==> config.mk <==
export PLATFORM = sky130hd
export DESIGN_NAME = clock_mode_controller_flat
export DESIGN_NICKNAME = d
export VERILOG_FILES = /design/src/rtl/clock_mode_controller_if.sv /design/src/rtl/clock_mode_controller.sv /design/src/flat_wrapper.sv
export SDC_FILE = /design/constraint.sdc
export NUM_CORES = 1
export LEC_CHECK = 0
export ABC_AREA = 0
export ABC_CLOCK_PERIOD_IN_PS = 1800
export CAP_MARGIN = 10
export CORE_ASPECT_RATIO = 1.5
export CORE_MARGIN = 1
export CORE_UTILIZATION = 44
export CTS_BUF_LIST = sky130_fd_sc_hd__clkbuf_4
export DETAILED_ROUTE_END_ITERATION = 10
export GPL_TIMING_DRIVEN = 0
export HOLD_SLACK_MARGIN = 0.06
export SETUP_SLACK_MARGIN = 0.05
export SLEW_MARGIN = 20
export SYNTH_ARGS = -nofsm -noshare
export SYNTH_HDL_FRONTEND = slang
export SYNTH_SLANG_ARGS = --single-unit
==> constraint.sdc <==
create_clock -name clk -period 1.8 [get_ports clk]
set_input_delay 0.27 -clock clk [delete_from_list [all_inputs] [get_ports clk]]
set_output_delay 0.27 -clock clk [all_outputs]
set_load 0.02 [all_outputs]
==> src/rtl/clock_mode_controller_if.sv <==
// Button, tick and mode-output bundle between the clock top level and its controller.
interface clock_mode_controller_if;
  logic       tick_1hz;
  logic       b1;
  logic       b2;
  logic       b3;
  logic [3:0] state;
  logic [2:0] city;
  logic       inc_pulse;
  logic       dec_pulse;
  logic       mode_chg;

  modport master (
    output tick_1hz, b1, b2, b3,
    input  state, city, inc_pulse, dec_pulse, mode_chg
  );

  modport slave (
    input  tick_1hz, b1, b2, b3,
    output state, city, inc_pulse, dec_pulse, mode_chg
  );
endinterface

==> src/rtl/clock_mode_controller.sv <==
// Mode sequencer: conditions three push-buttons, steps the display mode,
// routes inc/dec strobes, owns the world-clock city index and falls back
// to the home clock after an inactivity timeout.
module clock_mode_controller #(
  parameter int DEBOUNCE_CYCLES = 16,
  parameter int TIMEOUT_SEC     = 30,
  parameter int NUM_CITIES      = 5
) (
  input  logic                    clk,
  input  logic                    reset,
  clock_mode_controller_if.slave  cmc
);

  localparam int CW = $clog2(DEBOUNCE_CYCLES + 1);
  localparam int TW = $clog2(TIMEOUT_SEC + 1);
  localparam logic [2:0] CITY_MAX = 3'(NUM_CITIES - 1);

  typedef enum logic [3:0] {
    CLOCK     = 4'd0,
    SET_TIME  = 4'd1,
    ALARM     = 4'd2,
    STOPWATCH = 4'd3,
    WORLD     = 4'd8
  } state_t;

  logic [2:0]    w_raw;
  logic [2:0]    r_sync1;
  logic [2:0]    r_sync2;
  logic [2:0]    r_lvl;
  logic [2:0]    r_pb;
  logic [CW-1:0] r_cnt [3];

  state_t        r_state;
  state_t        w_next;
  logic          w_legal;
  logic          w_tmo_en;
  logic [2:0]    r_city;
  logic [TW-1:0] r_tmo;
  logic          r_inc;
  logic          r_dec;
  logic          r_mode_chg;

  // Index 0 = b1 (inc/next), 1 = b2 (dec/prev), 2 = b3 (mode).
  assign w_raw = {cmc.b3, cmc.b2, cmc.b1};

  // Synchronise each button, debounce it and emit a one-cycle press pulse on the debounced rise.
  always_ff @(posedge clk or negedge reset) begin
    if (!reset) begin
      r_sync1 <= 3'b000;
      r_sync2 <= 3'b000;
      r_lvl   <= 3'b000;
      r_pb    <= 3'b000;
      for (int i = 0; i < 3; i++) begin
        r_cnt[i] <= {CW{1'b0}};
      end
    end else begin
      r_sync1 <= w_raw;
      r_sync2 <= r_sync1;
      for (int i = 0; i < 3; i++) begin
        if (r_sync2[i] == r_lvl[i]) begin
          r_cnt[i] <= {CW{1'b0}};
          r_pb[i]  <= 1'b0;
        end else if (r_cnt[i] == CW'(DEBOUNCE_CYCLES)) begin
          // Input has disagreed long enough: accept the new level.
          r_lvl[i] <= ~r_lvl[i];
          r_cnt[i] <= {CW{1'b0}};
          r_pb[i]  <= ~r_lvl[i];
        end else begin
          r_cnt[i] <= r_cnt[i] + CW'(1);
          r_pb[i]  <= 1'b0;
        end
      end
    end
  end

  // Next mode in the advance ring, legality of the current code, and whether it can time out.
  always_comb begin
    w_next   = CLOCK;
    w_legal  = 1'b1;
    w_tmo_en = 1'b0;
    case (r_state)
      CLOCK:     begin w_next = SET_TIME;  w_legal = 1'b1; w_tmo_en = 1'b0; end
      SET_TIME:  begin w_next = ALARM;     w_legal = 1'b1; w_tmo_en = 1'b1; end
      ALARM:     begin w_next = STOPWATCH; w_legal = 1'b1; w_tmo_en = 1'b1; end
      STOPWATCH: begin w_next = WORLD;     w_legal = 1'b1; w_tmo_en = 1'b0; end
      WORLD:     begin w_next = CLOCK;     w_legal = 1'b1; w_tmo_en = 1'b1; end
      default:   begin w_next = CLOCK;     w_legal = 1'b0; w_tmo_en = 1'b0; end
    endcase
  end

  // Mode FSM with pulse routing, city index and inactivity timeout; all outputs registered.
  always_ff @(posedge clk or negedge reset) begin
    if (!reset) begin
      r_state    <= CLOCK;
      r_city     <= 3'd0;
      r_tmo      <= {TW{1'b0}};
      r_inc      <= 1'b0;
      r_dec      <= 1'b0;
      r_mode_chg <= 1'b0;
    end else begin
      r_inc      <= 1'b0;
      r_dec      <= 1'b0;
      r_mode_chg <= 1'b0;
      if (!w_legal) begin
        r_state    <= CLOCK;
        r_mode_chg <= 1'b1;
        r_tmo      <= {TW{1'b0}};
      end else if (r_pb[2]) begin
        // Mode advance takes priority; any coincident inc/dec press is dropped.
        r_state    <= w_next;
        r_mode_chg <= 1'b1;
        r_tmo      <= {TW{1'b0}};
      end else if (r_pb[0] || r_pb[1]) begin
        r_tmo <= {TW{1'b0}};
        // Both pressed together is ambiguous, so neither acts.
        if (r_pb[0] != r_pb[1]) begin
          if (r_state == WORLD) begin
            if (r_pb[0]) begin
              r_city <= (r_city == CITY_MAX) ? 3'd0 : r_city + 3'd1;
            end else begin
              r_city <= (r_city == 3'd0) ? CITY_MAX : r_city - 3'd1;
            end
          end else if (r_state != CLOCK) begin
            r_inc <= r_pb[0];
            r_dec <= r_pb[1];
          end
        end
      end else if (cmc.tick_1hz && w_tmo_en) begin
        if (r_tmo == TW'(TIMEOUT_SEC - 1)) begin
          r_state    <= CLOCK;
          r_mode_chg <= 1'b1;
          r_tmo      <= {TW{1'b0}};
        end else begin
          r_tmo <= r_tmo + TW'(1);
        end
      end else if (!w_tmo_en) begin
        r_tmo <= {TW{1'b0}};
      end
    end
  end

  assign cmc.state     = r_state;
  assign cmc.city      = r_city;
  assign cmc.inc_pulse = r_inc;
  assign cmc.dec_pulse = r_dec;
  assign cmc.mode_chg  = r_mode_chg;

endmodule

==> src/flat_wrapper.sv <==
// flat-port wrapper written by rule: the top's interface ports become plain ports
module clock_mode_controller_flat 
#(
  parameter int DEBOUNCE_CYCLES = 16,
  parameter int TIMEOUT_SEC     = 30,
  parameter int NUM_CITIES      = 5
)
  (clk, reset, cmc_tick_1hz, cmc_b1, cmc_b2, cmc_b3, cmc_state, cmc_city, cmc_inc_pulse, cmc_dec_pulse, cmc_mode_chg);
  clock_mode_controller_if cmc_i ();
  input  logic clk;
  input  logic reset;
  input wire logic [$bits(cmc_i.tick_1hz)-1:0] cmc_tick_1hz;
  input wire logic [$bits(cmc_i.b1)-1:0] cmc_b1;
  input wire logic [$bits(cmc_i.b2)-1:0] cmc_b2;
  input wire logic [$bits(cmc_i.b3)-1:0] cmc_b3;
  output wire logic [$bits(cmc_i.state)-1:0] cmc_state;
  output wire logic [$bits(cmc_i.city)-1:0] cmc_city;
  output wire logic [$bits(cmc_i.inc_pulse)-1:0] cmc_inc_pulse;
  output wire logic [$bits(cmc_i.dec_pulse)-1:0] cmc_dec_pulse;
  output wire logic [$bits(cmc_i.mode_chg)-1:0] cmc_mode_chg;
  assign cmc_i.tick_1hz = cmc_tick_1hz;
  assign cmc_i.b1 = cmc_b1;
  assign cmc_i.b2 = cmc_b2;
  assign cmc_i.b3 = cmc_b3;
  assign cmc_state = cmc_i.state;
  assign cmc_city = cmc_i.city;
  assign cmc_inc_pulse = cmc_i.inc_pulse;
  assign cmc_dec_pulse = cmc_i.dec_pulse;
  assign cmc_mode_chg = cmc_i.mode_chg;
  clock_mode_controller #(.DEBOUNCE_CYCLES(DEBOUNCE_CYCLES), .TIMEOUT_SEC(TIMEOUT_SEC), .NUM_CITIES(NUM_CITIES)) u_core (.clk(clk), .reset(reset), .cmc(cmc_i));
endmodule
==> metrics, run 1 <==
P_leak=1.10 nW; synth top area cells=dfrtp_1 51%, ha_1 8.0%, xor2_1 4.3%; # setup viols final=0; crit path launch=u_core.cmc.city[1]$_DFFE_PN0P_; Sink Count=41; CTS tree=done; routability cong.=0.813; top-count cell post-synth=dfrtp_1; Top Metal Used=met4; CTS Root Cell=clkbuf_4; final net count=223; arrival time worst endpoint=1390 ps; M1 WL=1350 µm; H-tree depth=2; pins over their slew limit=0; final core occ=0.533; max_cap viols=0; sequential area share after synthesis=0.507; first-pass GRT wire length=5850 µm; hold crit path type=primary input to async pin; Post-synth top cells=41 x dfrtp_1, 18 x nor2_1, 13 x ha_1, 13 x inv_1; status=finished with violations; Async SR Flop Fraction=1.00; Fill cells=386; ANT cells=0; fin crit share=0.924; worst reg2reg endpoint=u_core.r_tmo[4]$_DFFE_PN0P_; starting density of the core=0.469; CP max FO=4; postcts setup bufs=0; CTS Buf Count=5; crit path cell chain=clkdlybuf4s50_1; flop2flop setup slack=220 ps; Synth Area in XOR/XNOR=0.0686; Synth Register Bits=41; DRT Wirelength=3270 µm; Worst EP required=1530 ps; RSZ-0062 raised after global routing=no; largest net degree at the start of global routing=29; antenna-violating nets left=0; largest family of logic cells by synthesized area=simple AND/OR/NAND/NOR gates; Clock Tree Buf Depth=2; drt via density=5.34; DR WL met2=1730 µm; area grow syn2layout=13.7%; vias in the first global route=1368; CP Class=flop to output port; Die Span X=57.4 µm; Rows=29; clk_lat worst skew=360 ps; Most used DFF post-synth=dfrtp_1; initial DRC count=30; VDD IR max=0.436 mV; Hold Vio Cnt, Final=0; fmax=0.601 GHz; drt wl/cell=13.1 µm; Critical path buffers and inverters=1; Multi-input gate area=910 µm²; cell family with most CP delay=buffers and inverters; max incr delay on CP=620 ps; mux contribution to synthesized area=0.0216; last element of the critical path=cmc_city[1]; DP Worst Slack=230 ps; Post-Synth Simple-Gate Area=0.199; synth warn=0; PwrDens=645 nW/µm²; # IOs=16; clock-pin slew on the worst setup and hold paths=130 ps; failing checks=DRC; Syn Nets=200; Post-synth EDFFs=0; worst reg2reg path depth=6; storage element area=1030 µm²; post-synthesis average cell area=11.2 µm²; hpwl dp=2380 µm; Core Footprint=4320 µm²; Reg2Reg Launch Point=u_core.r_pb[0]$_DFF_PN0_; via count=1336; Fin Clk Skew=15.5 ps; area leader, netlist=dfrtp_1; Slowest cell on crit path=clkdlybuf4s50_1; Netlist cell types=41; Die Y=85.1 µm; Final WS setup=136 ps; CP startpoint kind=flop; Met3 Routed Length=103 µm; Fin Hold WS=332 ps; total power=1.48 mW; synthesized area=2020 µm²; share of cells above drive strength 1=0.132; Port Buffer Count=14; grt ovf=0; first-pass iteration count of the detailed router=7; Synth Area in Compound Gates=0.0779; Synth Area in Adders=0.0804; Stages on worst setup path=1; Yosys top cell area share=0.507; Post-Synthesis Cells=181; crit path time final=1660 ps; drt drc=2; crit end category=output port; initial antenna violation count=0; Tot GR Track Use=0.156; die area=4880 µm²
==> cell families (layout without fill, tap and decap cells) <==
logic type / count (synthesis) / after routing
XOR/XNOR: 15 / 15
AND/OR/NAND/NOR: 69 / 69
AO/OA/AOI/OAI: 20 / 20
adder cells (fa/ha/maj): 13 / 13
flip-flops: 41 / 41
other: 1 / 1
multiplexers: 4 / 4
buffers and inverters: 18 / 41
==> repair_timing <==
action	in CTS	in global routing
gates resized for setup	0	2
hold buffers	1	0
hold endpoints to repair	13	0
endpoints found under the setup margin	0	2
==> layout by cell type, fill, tap and decap left out, types with 5 or more instances in the layout <==
master           netlist  final
clkdlybuf4s50_1        0     11
ha_1                  13     13
clkbuf_4               0      5
nor2_1                18     18
dfrtp_1               41     41
and2_1                 7      7
xor2_1                10     10
inv_1                 13     13
nand2_1               12     12
nand3_1               12     12
==> per-layer routing <==
metal,global-route usage,up-vias
li1,-,653
met1,0.174,652
met2,0.272,23
met3,0.0412,8
met4,0.0732,0
met5,0,-
==> flip-flops by register name (all words and copies together) (netlist names) <==
register / count
u_core.cmc.state: 3
u_core.r_pb: 3
u_core.r_lvl: 3
u_core.r_sync1: 3
u_core.cmc.inc_pulse: 1
u_core.r_cnt: 15
u_core.r_sync2: 3
u_core.cmc.mode_chg: 1
u_core.cmc.dec_pulse: 1
u_core.r_tmo: 5
u_core.cmc.city: 3
==> area by class of cell <==
type | instances | share of cell area
Multi-Input combinational cell | 122 | 0.396
Tap cell | 46 | 0.0250
Clock inverter | 2 | 0.00490
Sequential cell | 41 | 0.446
Inverter | 13 | 0.0212
Clock buffer | 5 | 0.0163
Timing Repair Buffer | 16 | 0.0740
Buffer | 5 | 0.0169
==> how the worst min path moves through the flow <==
| stage | from | to | slack (ps) | cells after the start |
|---|---|---|---|---|
| finish | reset | u_core.cmc.city[2]$_DFFE_PN0P_ | 330 | 2 |
| detailed placement | reset | u_core.cmc.city[2]$_DFFE_PN0P_ | 190 | 1 |
| floorplan | reset | u_core.cmc.city[0]$_DFFE_PN0P_ | -30 | 0 |
| CTS | reset | u_core.cmc.city[2]$_DFFE_PN0P_ | 330 | 2 |
| global route | cmc_b2 | u_core.r_sync1[1]$_DFF_PN0_ | 320 | 1 |
| global placement | u_core.r_sync1[1]$_DFF_PN0_ | u_core.r_sync2[1]$_DFF_PN0_ | 330 | 0 |
==> power by group <==
| group | switching, mW | leakage (nW) | internal, mW |
|---|---|---|---|
| registers | 0.0202 | 0.551 | 0.944 |
| logic | 0.0469 | 0.521 | 0.0399 |
| clock network | 0.293 | 0.0247 | 0.140 |
==> metrics by stage <==
stage / setup TNS, ps / instance area [µm²] / cells
4_1_cts: 0 / 2290 / 250
3_5_place_dp: 0 / 2240 / 242
2_1_floorplan: 0 / 2020 / 181
5_1_grt: 0 / 2300 / 250
3_3_place_gp: -21860 / 2220 / 241
6_report: 0 / 2300 / 250
(Power assumes the default switching activity.)
==> run 2, diff against run 1 <==
--- a/config.mk
+++ b/config.mk
@@ -6,7 +6,7 @@
 export NUM_CORES = 1
 export LEC_CHECK = 0
 export ABC_AREA = 0
-export ABC_CLOCK_PERIOD_IN_PS = 1800
+export ABC_CLOCK_PERIOD_IN_PS = 1600
 export CAP_MARGIN = 10
 export CORE_ASPECT_RATIO = 1.5
 export CORE_MARGIN = 1
==> constraint.sdc (replaced) <==
create_clock -name clk -period 1.6 [get_ports clk]
set_input_delay 0.24 -clock clk [delete_from_list [all_inputs] [get_ports clk]]
set_output_delay 0.24 -clock clk [all_outputs]
set_load 0.02 [all_outputs]
==> run 2 against run 1 <==
Compared with the run above: the flow still finishes with violations (DRC); core utilization grew 0.70 points; combinational power grew 14%; first-iteration DRC count grew 13%; hold slack lost 29 ps; wire length grew 2.5%; critical path depth grew 5; final area grew 1.3%; largest power group unchanged; total power grew 13%; setup slack gained 24 ps; register-to-register slack lost 60 ps.
==> metrics, run 2 (synthesis results as in run 1) <==
# IOs=16 (unchanged); fmax=0.695 GHz; via count=1336 (unchanged); routability cong.=0.813 (unchanged); hold crit path type=primary input to async pin; worst reg2reg path depth=6 (unchanged); Rows=29 (unchanged); drt wl/cell=13.3 µm (+1.7%); max FFs per register=15 (unchanged); Die Y=85.1 µm (unchanged); fin crit share=0.900; Final WS setup=160 ps (+24.2 ps); P_leak=1.14 nW (+4.1%); failing checks=DRC; arrival time worst endpoint=1690 ps (+300 ps); drt drc=2 (unchanged); CTS Root Cell=clkbuf_4; fin area=2330 µm² (+1.3%); vias in the first global route=1369 (+0.073%); share of cells above drive strength 1=0.165 (+0.0327); RSZ-0062 raised after global routing=no; Core Footprint=4320 µm² (unchanged); Clock Tree Buf Depth=2 (unchanged); Fin Hold WS=303 ps (-28.9 ps); first-pass GRT wire length=5850 µm (unchanged); Tot GR Track Use=0.156 (unchanged); Top reg by flops=u_core.r_cnt; PwrDens=718 nW/µm² (+11%); worst reg2reg endpoint=u_core.r_tmo[4]$_DFFE_PN0P_; largest net degree at the start of global routing=29 (unchanged); Critical path buffers and inverters=1 (unchanged); CP max FO=6 (+2); cell family with most CP delay=flip-flops; H-tree depth=2 (unchanged); flop2flop setup slack=160 ps (-60 ps); ANT cells=0 (unchanged); # setup viols final=0 (unchanged); Reg2Reg Launch Point=u_core.r_pb[0]$_DFF_PN0_; first-pass iteration count of the detailed router=7 (unchanged); grt ovf=0 (unchanged); Port Buffer Count=14 (unchanged); initial antenna violation count=0 (unchanged); Hold Vio Cnt, Final=0 (unchanged); max_cap viols=0 (unchanged); CP Class=flop to flop; area grow syn2layout=15.2%; CP startpoint kind=flop; hpwl dp=2380 µm (unchanged); CTS tree=done; Fin Clk Skew=14.7 ps (-0.779 ps); antenna-violating nets left=0 (unchanged); starting density of the core=0.469 (unchanged); pins over their slew limit=0 (unchanged); status=finished with violations; CTS Buf Count=5 (unchanged); die area=4880 µm² (unchanged); crit end category=flop; clk_lat worst skew=360 ps (about the same); initial DRC count=34 (+13%); max incr delay on CP=430 ps (-190 ps); VDD IR max=0.491 mV (+13%); DP Worst Slack=30.3 ps (-200 ps); DP Area=2240 µm² (unchanged); Slowest cell on crit path=dfrtp_2; leading registers by flop count=u_core.r_cnt: 15 flops, u_core.r_tmo: 5 flops; commonest non-fill, non-tap cell in the layout=dfrtp_1; drt via density=5.30 (-0.79%); Worst EP required=1850 ps (+320 ps); DRT Wirelength=3350 µm (+2.5%); commonest cells after routing, fill and taps aside=39 x dfrtp_1, 18 x nor2_1, 12 x inv_1, 12 x nand3_1, 12 x nand2_1; Sink Count=41 (unchanged); crit path cell chain=inv_2 > ha_4 > nor3b_4 > o211a_4 > nand4b_1 > o211ai_2; crit path time final=1440 ps; clock-pin slew on the worst setup and hold paths=130 ps (about the same); Die Span X=57.4 µm (unchanged); final net count=225 (+0.90%)
-- run 2: final cells by class --
cell class / instances / area (µm²)
Clock buffer: 5 / 37.5
Fill cell: 388 / 1990
Sequential cell: 41 / 1030
Multi-Input combinational cell: 122 / 931
Inverter: 13 / 48.8
Clock inverter: 2 / 11.3
Timing Repair Buffer: 18 / 176
Buffer: 5 / 38.8
Tap cell: 46 / 57.6
-- run 2: how the worst max path moves through the flow --
stage | to | cells past startpoint | slack [ps] | from
final | u_core.r_tmo[4]$_DFFE_PN0P_ | 6 | 160 | u_core.r_pb[0]$_DFF_PN0_
after global routing | u_core.r_tmo[0]$_DFFE_PN0P_ | 6 | 60 | u_core.r_pb[0]$_DFF_PN0_
after floorplan | u_core.cmc.city[0]$_DFFE_PN0P_ | 5 | 100 | u_core.cmc.city[0]$_DFFE_PN0P_
after CTS | cmc_dec_pulse | 1 | 50 | u_core.cmc.dec_pulse$_DFF_PN0_
after detailed placement | u_core.r_tmo[4]$_DFFE_PN0P_ | 6 | 30 | u_core.r_pb[0]$_DFF_PN0_
after global placement | u_core.cmc.mode_chg$_DFF_PN0_ | 1 | -710 | reset
-- run 2: timing repair --
item,4_1_cts,5_1_grt
gates resized for setup,8,8
endpoints found under the setup margin,11,13
buffers inserted,0,2
hold buffers,1,0
hold endpoints to repair,13,0
cloned,0,0
-- run 2: metrics by stage --
stage               setup TNS [ps]  total power, mW   util  cells
CTS                              0             1.70  0.529    250
global route                     0             1.76  0.540    252
floorplan                        0             1.15      -    181
detailed placement               0             1.20  0.518    242
global placement            -28830             1.19  0.514    241
finish                           0             1.67  0.540    252
-- run 2: metal layers --
metal  routed length (µm)  track usage
met5                    0            0
met4                   65       0.0732
met3                  105       0.0412
met2                 1800        0.272
met1                 1380        0.174
-- run 2: power breakdown --
part           switching (mW)  total, mW  internal, mW
sequential             0.0227       1.08          1.06
combinational          0.0532     0.0988        0.0456
clock                   0.332      0.490         0.158
==> run 3, diff against run 2 <==
--- a/config.mk
+++ b/config.mk
@@ -10,11 +10,12 @@
 export CAP_MARGIN = 10
 export CORE_ASPECT_RATIO = 1.5
 export CORE_MARGIN = 1
-export CORE_UTILIZATION = 44
+export CORE_UTILIZATION = 60
 export CTS_BUF_LIST = sky130_fd_sc_hd__clkbuf_4
 export DETAILED_ROUTE_END_ITERATION = 10
 export GPL_TIMING_DRIVEN = 0
 export HOLD_SLACK_MARGIN = 0.06
+export PLACE_DENSITY = 0.82
 export SETUP_SLACK_MARGIN = 0.05
 export SLEW_MARGIN = 20
 export SYNTH_ARGS = -nofsm -noshare
==> run 3 against run 2 <==
Compared with the run above: the run now ends clean; sequential share of layout area decreased by 1.3 points; fmax decreased by 3.7%; largest power group unchanged; final area increased by 3.1%; combinational power about the same; total power increased by 19%.
==> metrics, run 3 (synthesis results as in run 1) <==
first-pass iteration count of the detailed router=4 (-3); drt drc=0 (-2); DR WL met2=2000 µm (+11%); PwrDens=829 nW/µm² (+15%); Fin Clk Skew=9.79 ps (-4.95 ps); DRT Wirelength=3550 µm (+5.9%); Slowest cell on crit path=clkdlybuf4s50_1; Sink Count=41 (unchanged); Met3 Routed Length=98 µm (-6.7%); Clock Tree Buf Depth=2 (unchanged); CP max FO=1 (-5); Multi-input gate area=937 µm² (+0.67%); # setup viols final=0 (unchanged); P_leak=1.18 nW (+3.1%); Fill cells=214 (-45%); Hold Vio Cnt, Final=0 (unchanged); fin crit share=0.934 (+0.0347); final core occ=0.753 (+0.213); final setup TNS=0 ps (unchanged); CTS Buf Count=5 (unchanged); max_cap viols=0 (unchanged); vias in the first global route=1429 (+4.4%); H-tree depth=2 (unchanged); crit path time final=1500 ps (+55.4 ps); Critical path buffers and inverters=1 (unchanged); first-pass GRT wire length=6090 µm (+4.0%); total power=1.99 mW (+19%); drt wl/cell=14.3 µm (+7.7%); Top reg by flops=u_core.r_cnt; Top Metal Used=met4; routability cong.=0.728 (-10%); Die Y=73.1 µm (-14%); VDD IR max=0.759 mV (+54%); CTS Root Cell=clkbuf_4; Core Footprint=3190 µm² (-26%); pins over their slew limit=0 (unchanged); initial antenna violation count=0 (unchanged); Fin Hold WS=335 ps (+31.8 ps); ANT cells=0 (unchanged); leading registers by flop count=u_core.r_cnt: 15 flops, u_core.r_tmo: 5 flops; # IOs=16 (unchanged); Worst EP required=1360 ps (-490 ps); Tot GR Track Use=0.228 (+0.0713); crit path cell chain=clkdlybuf4s50_1; via count=1355 (+1.4%); status=complete, no violations; clk_lat worst skew=340 ps (-20 ps); commonest non-fill, non-tap cell in the layout=dfrtp_1; max incr delay on CP=590 ps (+160 ps); max FFs per register=15 (unchanged); final net count=226 (+0.44%); Die Span X=49.4 µm (-14%); CTS tree=done; cell family with most CP delay=buffers and inverters; clock-pin slew on the worst setup and hold paths=110 ps (-20 ps); drt via density=5.46 (+3.1%); crit end category=output port; arrival time worst endpoint=1260 ps (-430 ps); CP Class=flop to output port; DP Worst Slack=29.8 ps (-0.453 ps); share of cells above drive strength 1=0.178 (+0.0128); storage element area=1030 µm² (unchanged); hpwl dp=2540 µm (+6.3%); hold crit path type=primary input to flop; grt ovf=0 (unchanged); largest net degree at the start of global routing=26 (-10%); die area=3610 µm² (-26%); Port Buffer Count=14 (unchanged); RSZ-0062 raised after global routing=no; M1 WL=1400 µm (+1.4%); fmax=0.669 GHz (-3.7%); commonest cells after routing, fill and taps aside=39 x dfrtp_1, 18 x nor2_1; starting density of the core=0.634 (+0.166); initial DRC count=24 (-29%); antenna-violating nets left=0 (unchanged); Final WS setup=105 ps (-55.4 ps); area grow syn2layout=18.7%; CP startpoint kind=flop; Rows=25 (-14%)
run 3: cell count changes in the layout (fill, tap and decap cells not counted), sizes merged:
| cell | delta |
|---|---|
| dlygate4sd2 | -1 |
| clkinvlp | -1 |
| clkdlybuf4s50 | +1 |
| buf | +1 |
| bufinv | +2 |
run 3: final timing paths:
path / from / to / slack (ps) / cells after the start
setup reg to reg: u_core.cmc.city[0]$_DFFE_PN0P_ / u_core.cmc.city[0]$_DFFE_PN0P_ / 120 / 7
hold reg to reg: u_core.r_sync1[0]$_DFF_PN0_ / u_core.r_sync2[0]$_DFF_PN0_ / 360 / 0
setup / recovery: u_core.cmc.inc_pulse$_DFF_PN0_ / cmc_inc_pulse / 100 / 1
min in group asynchronous: reset / u_core.r_tmo[2]$_DFFE_PN0P_ / 370 / 2
max in group asynchronous: reset / u_core.cmc.city[0]$_DFFE_PN0P_ / 760 / 3
hold / removal: cmc_b3 / u_core.r_sync1[2]$_DFF_PN0_ / 340 / 1
run 3: timing repair:
action	in CTS	in global routing
endpoints found under the hold margin	16	0
resized for setup	7	9
pin swaps	0	1
hold buffers	1	0
endpoints found under the setup margin	9	11
setup buffers	0	3
run 3: area by class of cell:
cell class	instances	share of cell area
buffer	5	0.0162
clock buffer	5	0.0156
clock inverter	3	0.0271
inverter	13	0.0214
multi-input combinational	122	0.390
sequential	41	0.428
tap	40	0.0208
timing repair buffer	19	0.0803
run 3: report_power, final:
part	internal, mW	switching, mW
sequential	1.06	0.0235
combinational	0.0477	0.0530
clock	0.484	0.321
run 3: layer usage:
layer  global-route usage  vias to the layer above
met5                    0                        -
met4                0.111                        0
li1                     -                      657
met1                0.234                      663
met3               0.0458                        4
met2                0.432                       31
run 3: metrics by stage:
stage          instance area [µm²]  cells
2_1_floorplan                 2020    181
3_3_place_gp                  2210    235
3_5_place_dp                  2240    236
4_1_cts                       2340    245
5_1_grt                       2400    248
6_report                      2400    248
